<file path="src/rtl/wb_queue.sv">
// wb_queue: in-order writeback queue in front of the regfile write port.
// Youngest-match bypass exposes queued values to the decode read ports.
module wb_queue #(
  parameter int DEPTH = 4,
  parameter int CNT_W = $clog2(DEPTH + 1)
) (
  input  logic             i_clk,
  input  logic             i_rst,
  input  logic             i_wb_valid,
  input  logic [4:0]       i_wb_addr,
  input  logic [31:0]      i_wb_data,
  output logic             o_wb_ready,
  input  logic             i_drain_en,
  output logic [4:0]       o_rd_addr,
  output logic [31:0]      o_rd_data,
  output logic             o_rd_wren,
  input  logic [4:0]       i_rs1_addr,
  input  logic [4:0]       i_rs2_addr,
  output logic             o_rs1_hit,
  output logic [31:0]      o_rs1_data,
  output logic             o_rs2_hit,
  output logic [31:0]      o_rs2_data,
  output logic [CNT_W-1:0] o_count,
  output logic             o_empty
);

  localparam int PTR_W = $clog2(DEPTH);

  logic [4:0]       addr_q [DEPTH];
  logic [31:0]      data_q [DEPTH];
  logic [DEPTH-1:0] vld_q;
  logic [PTR_W-1:0] head_q, head_d;
  logic [PTR_W-1:0] tail_q, tail_d;
  logic [CNT_W-1:0] count_q, count_d;

  logic full;
  logic empty;
  logic push;
  logic pop;

  assign full  = (count_q == CNT_W'(DEPTH));
  assign empty = (count_q == '0);

  // x0 writes complete the handshake but never occupy an entry
  assign push = i_wb_valid && !full
             && (i_wb_addr != 5'd0);
  assign pop  = !empty && i_drain_en;

  assign o_wb_ready = !full;
  assign o_rd_wren  = pop;
  assign o_count    = count_q;
  assign o_empty    = empty;
  assign o_rd_addr  = empty ? 5'd0
                            : addr_q[head_q];
  assign o_rd_data  = empty ? 32'd0
                            : data_q[head_q];

  always_comb begin
    head_d  = head_q;
    tail_d  = tail_q;
    count_d = count_q;
    if (pop)
      head_d = head_q + 1'b1;
    if (push)
      tail_d = tail_q + 1'b1;
    unique case ({push, pop})
      2'b10:   count_d = count_q + 1'b1;
      2'b01:   count_d = count_q - 1'b1;
      default: count_d = count_q;
    endcase
  end

  // Walk oldest to youngest so the last match wins
  always_comb begin
    logic [PTR_W-1:0] idx;
    idx        = '0;
    o_rs1_hit  = 1'b0;
    o_rs1_data = 32'd0;
    o_rs2_hit  = 1'b0;
    o_rs2_data = 32'd0;
    for (int k = 0; k < DEPTH; k++) begin
      idx = head_q + PTR_W'(k);
      if (vld_q[idx]
          && i_rs1_addr != 5'd0
          && addr_q[idx] == i_rs1_addr) begin
        o_rs1_hit  = 1'b1;
        o_rs1_data = data_q[idx];
      end
      if (vld_q[idx]
          && i_rs2_addr != 5'd0
          && addr_q[idx] == i_rs2_addr) begin
        o_rs2_hit  = 1'b1;
        o_rs2_data = data_q[idx];
      end
    end
  end

  always_ff @(posedge i_clk or posedge i_rst) begin
    if (i_rst) begin
      head_q  <= '0;
      tail_q  <= '0;
      count_q <= '0;
      vld_q   <= '0;
      for (int i = 0; i < DEPTH; i++) begin
        addr_q[i] <= 5'd0;
        data_q[i] <= 32'd0;
      end
    end else begin
      head_q  <= head_d;
      tail_q  <= tail_d;
      count_q <= count_d;
      if (pop)
        vld_q[head_q] <= 1'b0;
      if (push) begin
        vld_q[tail_q]  <= 1'b1;
        addr_q[tail_q] <= i_wb_addr;
        data_q[tail_q] <= i_wb_data;
      end
    end
  end

endmodule
</file>
<file path="config.mk">
export PLATFORM = sky130hd
export DESIGN_NAME = wb_queue
export DESIGN_NICKNAME = d
export VERILOG_FILES = /design/src/rtl/wb_queue.sv
export SDC_FILE = /design/constraint.sdc
export NUM_CORES = 1
export LEC_CHECK = 0
export CAP_MARGIN = 10
export CORE_MARGIN = 1.5
export CORE_UTILIZATION = 50
export DETAILED_ROUTE_END_ITERATION = 6
export PLACE_DENSITY = 0.76
export SLEW_MARGIN = 15
export SYNTH_ARGS = -nofsm -noshare
export SYNTH_HDL_FRONTEND = slang
export SYNTH_SLANG_ARGS = --single-unit
</file>
<file path="constraint.sdc">
create_clock -name i_clk -period 5.33 [get_ports i_clk]
set_input_delay 1.066 -clock i_clk [delete_from_list [all_inputs] [get_ports i_clk]]
set_output_delay 1.066 -clock i_clk [all_outputs]
set_load 0.02 [all_outputs]
</file>
## Word level (Yosys, flattened, before mapping)

Cells that the tools add are included.

| word-level totals | value |
|---|---|
| logic and storage cells | 142 |
| register bits | 159 |
| output and inout port bits | 109 |
| input port bits | 51 |

| cells by class | value |
|---|---|
| equal/unequal tests | 11 |
| add/subtract/negate cells | 6 |
| bitwise operators | 8 |
| magnitude comparators | 13 |
| mux-type cells | 63 |
| reduce and logical (&&, ||, !) cells | 29 |

Operators by type and width:

| kind | count |
|---|---|
| 2-to-1 mux 32 bit | 18 |
| binary-select mux 32 bit (select 2 bit) | 4 |
| bitwise mux 128 bit | 1 |
| demux 32 bit (select 2 bit) | 1 |
| 2-to-1 mux 5 bit | 10 |
| binary-select mux 5 bit (select 2 bit) | 4 |
| == test 5 bit | 8 |
| logical AND 1 bit | 22 |
| bitwise mux 20 bit | 1 |
| >= comparator 3 bit (second input constant) | 5 |
| < comparator 2 x 3 -> 1 bit (second input constant) | 5 |
| inverter 2 -> 3 bit | 5 |
| nonzero test 5 bit | 3 |
| 2-to-1 mux 1 bit | 14 |
| demux 5 bit (select 2 bit) | 1 |
| binary-select mux 1 bit (select 2 bit) | 4 |
| 2-to-1 mux 4 bit | 2 |
| case mux 3 bit (2 select lines) | 1 |
| adder 2 x 1 -> 2 bit (second input constant) | 2 |
| adder 2 bit (second input constant) | 2 |
| AND 4 bit | 1 |
| demux 1 bit (select 2 bit) | 2 |
| >= comparator 2 x 1 -> 1 bit (second input constant) | 2 |
| inverter 4 bit | 1 |
| 10 further kinds | 11 |

## Longest topological paths before layout

| logic depth | value |
|---|---|
| word-level depth | 10 |
| gate-level depth with buffers | 18 |
| gate-level depth less buffers | 11 |

## Worst setup path before layout

Ideal clock, no wire load.

| timing | value |
|---|---|
| path type | flip-flop to output port |
| from | register head_q[0] |
| to | output o_rs2_data[0] |
| stages on the path, launching flop included | 17 |
| data arrival time | 4695 ps |
| setup slack | -431 ps |
| buffers on the path | 8 |
| data required time | 4264 ps |
| cells stage by stage | dfrtp_1 buf_6 buf_6 buf_2 buf_1 clkbuf_1 inv_1 ha_1 clkbuf_1 mux4_2 xor2_1 nor4_2 o2bb2a_2 or3_1 buf_4 buf_6 o22ai_1 |

| between the ends | value |
|---|---|
| cells in the longest elaborated chain, start to end | 10 |
| elaborated cells between the ends (all ways) | 55 |
| classes of those cells | 3 x add/sub; 4 x eq/ne; 36 x mux; 4 x bitwise; 8 x reduce/logical |

Ends and longest elaborated chain:

| what | line | RTL |
|---|---|---|
| start, declared | 32 | `logic [PTR_W-1:0] head_q, head_d;` |
| start signal, assigned | 100 | `head_q <= '0;` |
| start signal, assigned | 109 | `head_q <= head_d;` |
| adder 2 x 1 -> 2 bit / inverter 2 -> 3 bit (equally long branches) | 82, 91, 93 |  |
| inverter 2 -> 3 bit (implied by the code) / binary-select mux 5 bit (select 2 bit) (equally long branches) | 91, 93 |  |
| binary-select mux 5 bit (select 2 bit) / 2-to-1 mux 5 bit (equally long branches) | 91 | `&& addr_q[idx] == i_rs2_addr) begin` |
| 2-to-1 mux 5 bit (implied by the code) | 91 |  |
| 2-to-1 mux 5 bit (implied by the code) / == test 5 bit (equally long branches) | 91 |  |
| == test 5 bit / logical AND 1 bit (equally long branches) | 91 |  |
| logical AND 1 bit / 2-to-1 mux 32 bit (equally long branches) | 91, 89 |  |
| 2-to-1 mux 32 bit (2 in a row) | 89 | `if (vld_q[idx]` |
| 2-to-1 mux 32 bit * | 89 |  |
| end, declared | 22 | `output logic [31:0] o_rs2_data,` |

Every way passes the cells marked *; elsewhere a longest branch is shown, timed or not. The select of a mux whose other input is x is not followed.

## Worst setup path in the final report

| timing | value |
|---|---|
| from | register head_q[0] |
| to | output o_rs1_data[30] |

| between the ends | value |
|---|---|
| cells in the longest elaborated chain, start to end | 10 |
| elaborated cells between the ends (all ways) | 55 |
| classes of those cells | 3 x add/sub; 4 x eq/ne; 36 x mux; 4 x bitwise; 8 x reduce/logical |

Ends and longest elaborated chain:

| what | line | RTL |
|---|---|---|
| adder 2 x 1 -> 2 bit / inverter 2 -> 3 bit (equally long branches) | 82, 85, 87 |  |
| inverter 2 -> 3 bit (implied by the code) / binary-select mux 5 bit (select 2 bit) (equally long branches) | 85, 87 |  |
| binary-select mux 5 bit (select 2 bit) / 2-to-1 mux 5 bit (equally long branches) | 85 | `&& addr_q[idx] == i_rs1_addr) begin` |
| 2-to-1 mux 5 bit (implied by the code) | 85 |  |
| 2-to-1 mux 5 bit (implied by the code) / == test 5 bit (equally long branches) | 85 |  |
| == test 5 bit / logical AND 1 bit (equally long branches) | 85 |  |
| logical AND 1 bit / 2-to-1 mux 32 bit (equally long branches) | 85, 83 |  |
| 2-to-1 mux 32 bit (2 in a row) | 83 | `if (vld_q[idx]` |
| 2-to-1 mux 32 bit * | 83 |  |
| end, declared | 20 | `output logic [31:0] o_rs1_data,` |

Marks and branches as above.

==> results <==
- The run finished with clean final reports.
- In this run the worst hold path is classified as reg2reg.
- The routing usage on met1 is a little over a third.
- The congestion estimate from routability-driven global placement came to 0.893.
- The critical setup path kind is reg2out.
- The first detailed-routing pass ran for 6 iterations.
- TritonCTS created 17 clock buffers.
- For the pin with the worst max-slew slack, the measured transition is about 810 ps.
- The via total after detailed routing is roughly 9600.
- The critical path buffer and inverter count is 3.
- The sink count of the clock tree is 159.
- The number of violations reported at the end of detailed-routing iteration 0 is 901.
- For this run, the leading register cell type out of synthesis is sky130_fd_sc_hd__dfrtp_1.
- The count of distinct cell types in the synthesized netlist is 36.
- Ranked by total cell area, the synthesized netlist is headed by sky130_fd_sc_hd__dfrtp_1, sky130_fd_sc_hd__mux4_2, sky130_fd_sc_hd__mux2_2, sky130_fd_sc_hd__mux2i_1, sky130_fd_sc_hd__xnor2_1.
- The maximum single-stage delay on the critical path is between 600 and 700 ps.
- The synthesized design spends more area on one cell type than any other, namely sky130_fd_sc_hd__dfrtp_1.
- The number of antenna violations at the first check in global routing is 1.
- The HPWL after detailed placement is around 23000 um.
- The first global-routing pass estimated around 54000 um of wire.
- The met3 track utilization from global routing is 5.32%.
- The number of hold buffers added after cts is 0.
- Measured in cells, the most critical reg-to-reg path has a length of 7.
- A synthesized cell averages 12.5 um2.
- In this run the register-to-register setup slack is between 2000 and 3000 ps.
- TritonCTS built the clock tree.
- After detailed routing, the number of remaining DRC violations is 0.
- The fraction of post-synthesis cell area in the top cell type by area is about 32%.
- The number of stages on the worst setup path is 9.
- STA classifies the critical path startpoint as a register.
- The pin count of the biggest net entering global routing is 127.
- The storage element area is around 4000 um2.
- The count of state elements after synthesis is roughly 160.
- In this run the horizontal extent of the chip is between 150 and 200 um.
- The global routing usage summed across all routing layers is approximately 27%.
- The final max-slew violation count is 0.
- Walking the worst path, the cells encountered are buf_6, mux4_2, xor2_1, nor4_1, and2_2, buf_4, nand3_1, o211ai_1, clkdlybuf4s50_1.
- The floorplan step set the die height to roughly 160 um.
- During I/O placement, the number of pins put on the boundary was 160.
- In this run the worst setup path begins at head_q[0].
- Setup violations remaining at the end of the flow were counted as 0.
- Subtracting the final worst setup slack from the clock period gives slightly above 5000 ps.
- For the final database, setup skew stands at 12.2 ps.
- The number of enable flip-flop cells after synthesis is 0.
- In the post-route analysis, the smallest setup slack over all paths is between 150 and 200 ps.
- In the global route stage, met2 resource usage came out at between 40% and 50%.
- Across the run, the number of max-cap violations was 0.
- The clock tree synthesis step divided the H-tree into 4 levels.
- Of all nets on the critical path, the largest fanout is 26.
- The total count of hold-check failures in the final report is 0.
- At the worst endpoint, the required time is around 4300 ps.
- Setup repair after global routing left no endpoint under its margin.
- The fraction of the yosys area taken by sequential cells is approximately 32%.
- After technology mapping, the gate count stands at approximately 990.
- Among cell families on the critical path, the largest total delay comes from buffers and inverters.
- After floorplanning, the core was sized to cover 24300 um2.
- The post-route fraction of the period consumed by the critical path is between 90% and 100%.
- The worst register-to-register path ends at data_q[83].
- The post-synthesis cell area is approximately 12000 um2.
- CTS placed an instance of sky130_fd_sc_hd__clkbuf_16 at the clock tree root.
- In the synthesized netlist the async set-or-reset flop fraction comes to 100%.
- The Yosys step of the flow raised 0 warnings.
- The clock latency on the worst-skew pair is approximately 430 ps.
- Wires add up to approximately 34000 um.
- The total overflow left after global routing is 0.
- In this run the remaining antenna-violating nets after routing total 0.
- The average via count per standard cell is 6.61.
- The peak ir drop on the vdd network is ~0.43 mV.
- The reported leakage power is slightly below 0.006 uW.
- In the final layout, the share of cells above drive strength 1 is 34.8%.
- The post-placement setup slack is roughly 190 ps.
- The slowest stage of the critical path belongs to the cell sky130_fd_sc_hd__clkdlybuf4s50_1.
- The aggregate negative setup slack is 0 ps.
- Dividing the detail-routed wire length by the instance count gives between 20 and 25 um.
- Following the worst setup path forward leads to its endpoint at o_rs1_data[30].
- The post-synth net total is between 1000 and 1500.
- Relative to the synthesized area, the layout overhead comes to 21.1%.
- Based on the critical path, the design can be clocked at up to slightly below 0.2 GHz.
- The number of fillers in the final layout is 1854.
- The via count of the first global-routing pass is 9712.
- The initial core utilization is approximately half.
- The multi-input combinational cell area is roughly 8000 um2.
- The count of input and output buffers is roughly 160.
- STA classifies the critical path endpoint as a primary output.
- Row generation in the floorplan step produced 57 rows.
- No sink is reached through more buffers than the 2 on the longest clock path.
- The clock-pin slew reported for the worst setup and hold paths after clock tree synthesis is around 60 ps.
- Power spread over the standard cell area amounts to approximately 830 nW/um2.
- The area of the die is ~26000 um2.
- The worst slew margin relative to its limit is 46.0%.
- The startpoint identified for the worst register-to-register timing path is o_count[0].
- The endpoint arrival time on the critical path is around 4000 ps.
- The number of nets in the layout is approximately 1200.
- The global routing stage identified its most utilized layer as met2.
-- registers in the layout, summed over array words and instances (netlist names) --
| signal | cells |
|---|---|
| data_q | 128 |
| addr_q | 20 |
| vld_q | 4 |
| o_count | 3 |
| head_q | 2 |
| tail_q | 2 |
-- metrics by stage --
step / std cells / power (uW) / util, % / cell area [um2] / hold slack [ps]
2_1_floorplan: 994 / 8550 / - / 12400 / 487
3_3_place_gp: 1412 / 10900 / 58.8 / 14300 / 502
3_5_place_dp: 1412 / 11100 / 58.8 / 14300 / 504
4_1_cts: 1443 / 12400 / 61.3 / 14900 / 517
5_1_grt: 1444 / 13100 / 61.6 / 15000 / 542
6_report: 1445 / 12400 / 61.7 / 15000 / 513
-- Yosys cell counts, drive strengths merged (5+ instances only) --
library cell,instances
nor3,30
xor2,14
o221ai,9
mux2,149
a211oi,12
and2,41
mux2i,59
buf,42
inv,11
ha,9
xnor2,31
nand4,5
clkbuf,61
a21oi,23
o22ai,22
nor2,14
o211ai,27
nand2,67
dfrtp,159
mux4,152
nand3,33
nand3b,6
-- worst min path at each step --
stage,from,end,slack (ps),cells after the start
2_1_floorplan,vld_q[0],vld_q[0],490,2
3_3_place_gp,o_count[0],o_count[0],500,1
3_5_place_dp,o_count[0],o_count[0],500,1
4_1_cts,o_count[0],o_count[0],520,1
5_1_grt,o_count[0],o_count[0],540,1
6_report,o_count[0],o_count[0],510,1
-- metal layers --
layer	routed length, um	part of all wire, %
met5	0	0
met4	1300	3.9
met3	2750	8.2
met2	16500	49
met1	13100	39
-- where the power goes --
group / leakage, uW / switching [uW] / internal, uW
sequential: 0.00188 / 724 / 1840
clock: 0.000286 / 524 / 710
combinational: 0.00370 / 4090 / 4480
total: 0.00587 / 5340 / 7030
-- placed cells by master, fill, tap and decap left out, types with 4 or more instances in the layout --
| cell type | count |
|---|---|
| sky130_fd_sc_hd__mux4_2 | 152 |
| sky130_fd_sc_hd__inv_1 | 10 |
| sky130_fd_sc_hd__nand3b_1 | 6 |
| sky130_fd_sc_hd__nor2_1 | 11 |
| sky130_fd_sc_hd__mux2i_1 | 59 |
| sky130_fd_sc_hd__xnor2_1 | 31 |
| sky130_fd_sc_hd__nand2_1 | 63 |
| sky130_fd_sc_hd__o22ai_1 | 22 |
| sky130_fd_sc_hd__nand2_2 | 4 |
| sky130_fd_sc_hd__dlymetal6s2s_1 | 28 |
| sky130_fd_sc_hd__a21oi_1 | 23 |
| sky130_fd_sc_hd__o211ai_1 | 27 |
| sky130_fd_sc_hd__nor3_1 | 30 |
| sky130_fd_sc_hd__buf_6 | 4 |
| sky130_fd_sc_hd__nand4_1 | 5 |
| sky130_fd_sc_hd__o221ai_1 | 9 |
| sky130_fd_sc_hd__buf_4 | 32 |
| sky130_fd_sc_hd__a211oi_1 | 12 |
| sky130_fd_sc_hd__clkbuf_16 | 17 |
| sky130_fd_sc_hd__nand3_1 | 32 |
| sky130_fd_sc_hd__clkdlybuf4s50_1 | 130 |
| sky130_fd_sc_hd__mux2_2 | 149 |
| sky130_fd_sc_hd__ha_1 | 8 |
| sky130_fd_sc_hd__xor2_1 | 14 |
| sky130_fd_sc_hd__dfrtp_1 | 157 |
| sky130_fd_sc_hd__and2_1 | 38 |
| sky130_fd_sc_hd__inv_6 | 4 |
-- final cells by class --
| type | count | area share [%] |
|---|---|---|
| inverter | 11 | 0.300 |
| antenna | 2 | 0.0334 |
| multi-input combinational | 721 | 53.2 |
| timing repair buffer | 197 | 13.2 |
| clock inverter | 13 | 1.02 |
| sequential | 159 | 26.6 |
| clock buffer | 18 | 2.93 |
| tap | 324 | 2.70 |
-- cells by family (layout without fill, tap and decap cells) --
logic type / count (synthesis) / after routing / share of synthesized area, %
fa+ha+maj: 10 / 10 / 1.07
compound gates: 97 / 97 / 5.25
simple gates: 209 / 209 / 8.46
flops: 159 / 159 / 32.1
buf+inv: 114 / 239 / 3.93
xor+xnor: 45 / 45 / 3.18
mux: 360 / 360 / 46.0
other cells: 0 / 2 / 0
-- what timing repair did --
| action | CTS | global route |
|---|---|---|
| endpoints found under the hold margin | 0 | 0 |
| endpoints found under the setup margin | 8 | 41 |
| resized for setup | 3 | 32 |
| gates cloned | 0 | 0 |
| buffers inserted | 0 | 0 |
-- worst register-to-register path: cells and delay by family (launching register included) --
kind	cells	cell delay, ps
buffers and inverters	2	540
muxes	1	330
AOI/OAI and AO/OA	1	620
DFF	1	390
and+or+nand+nor	3	670
(Power assumes the default switching activity.)
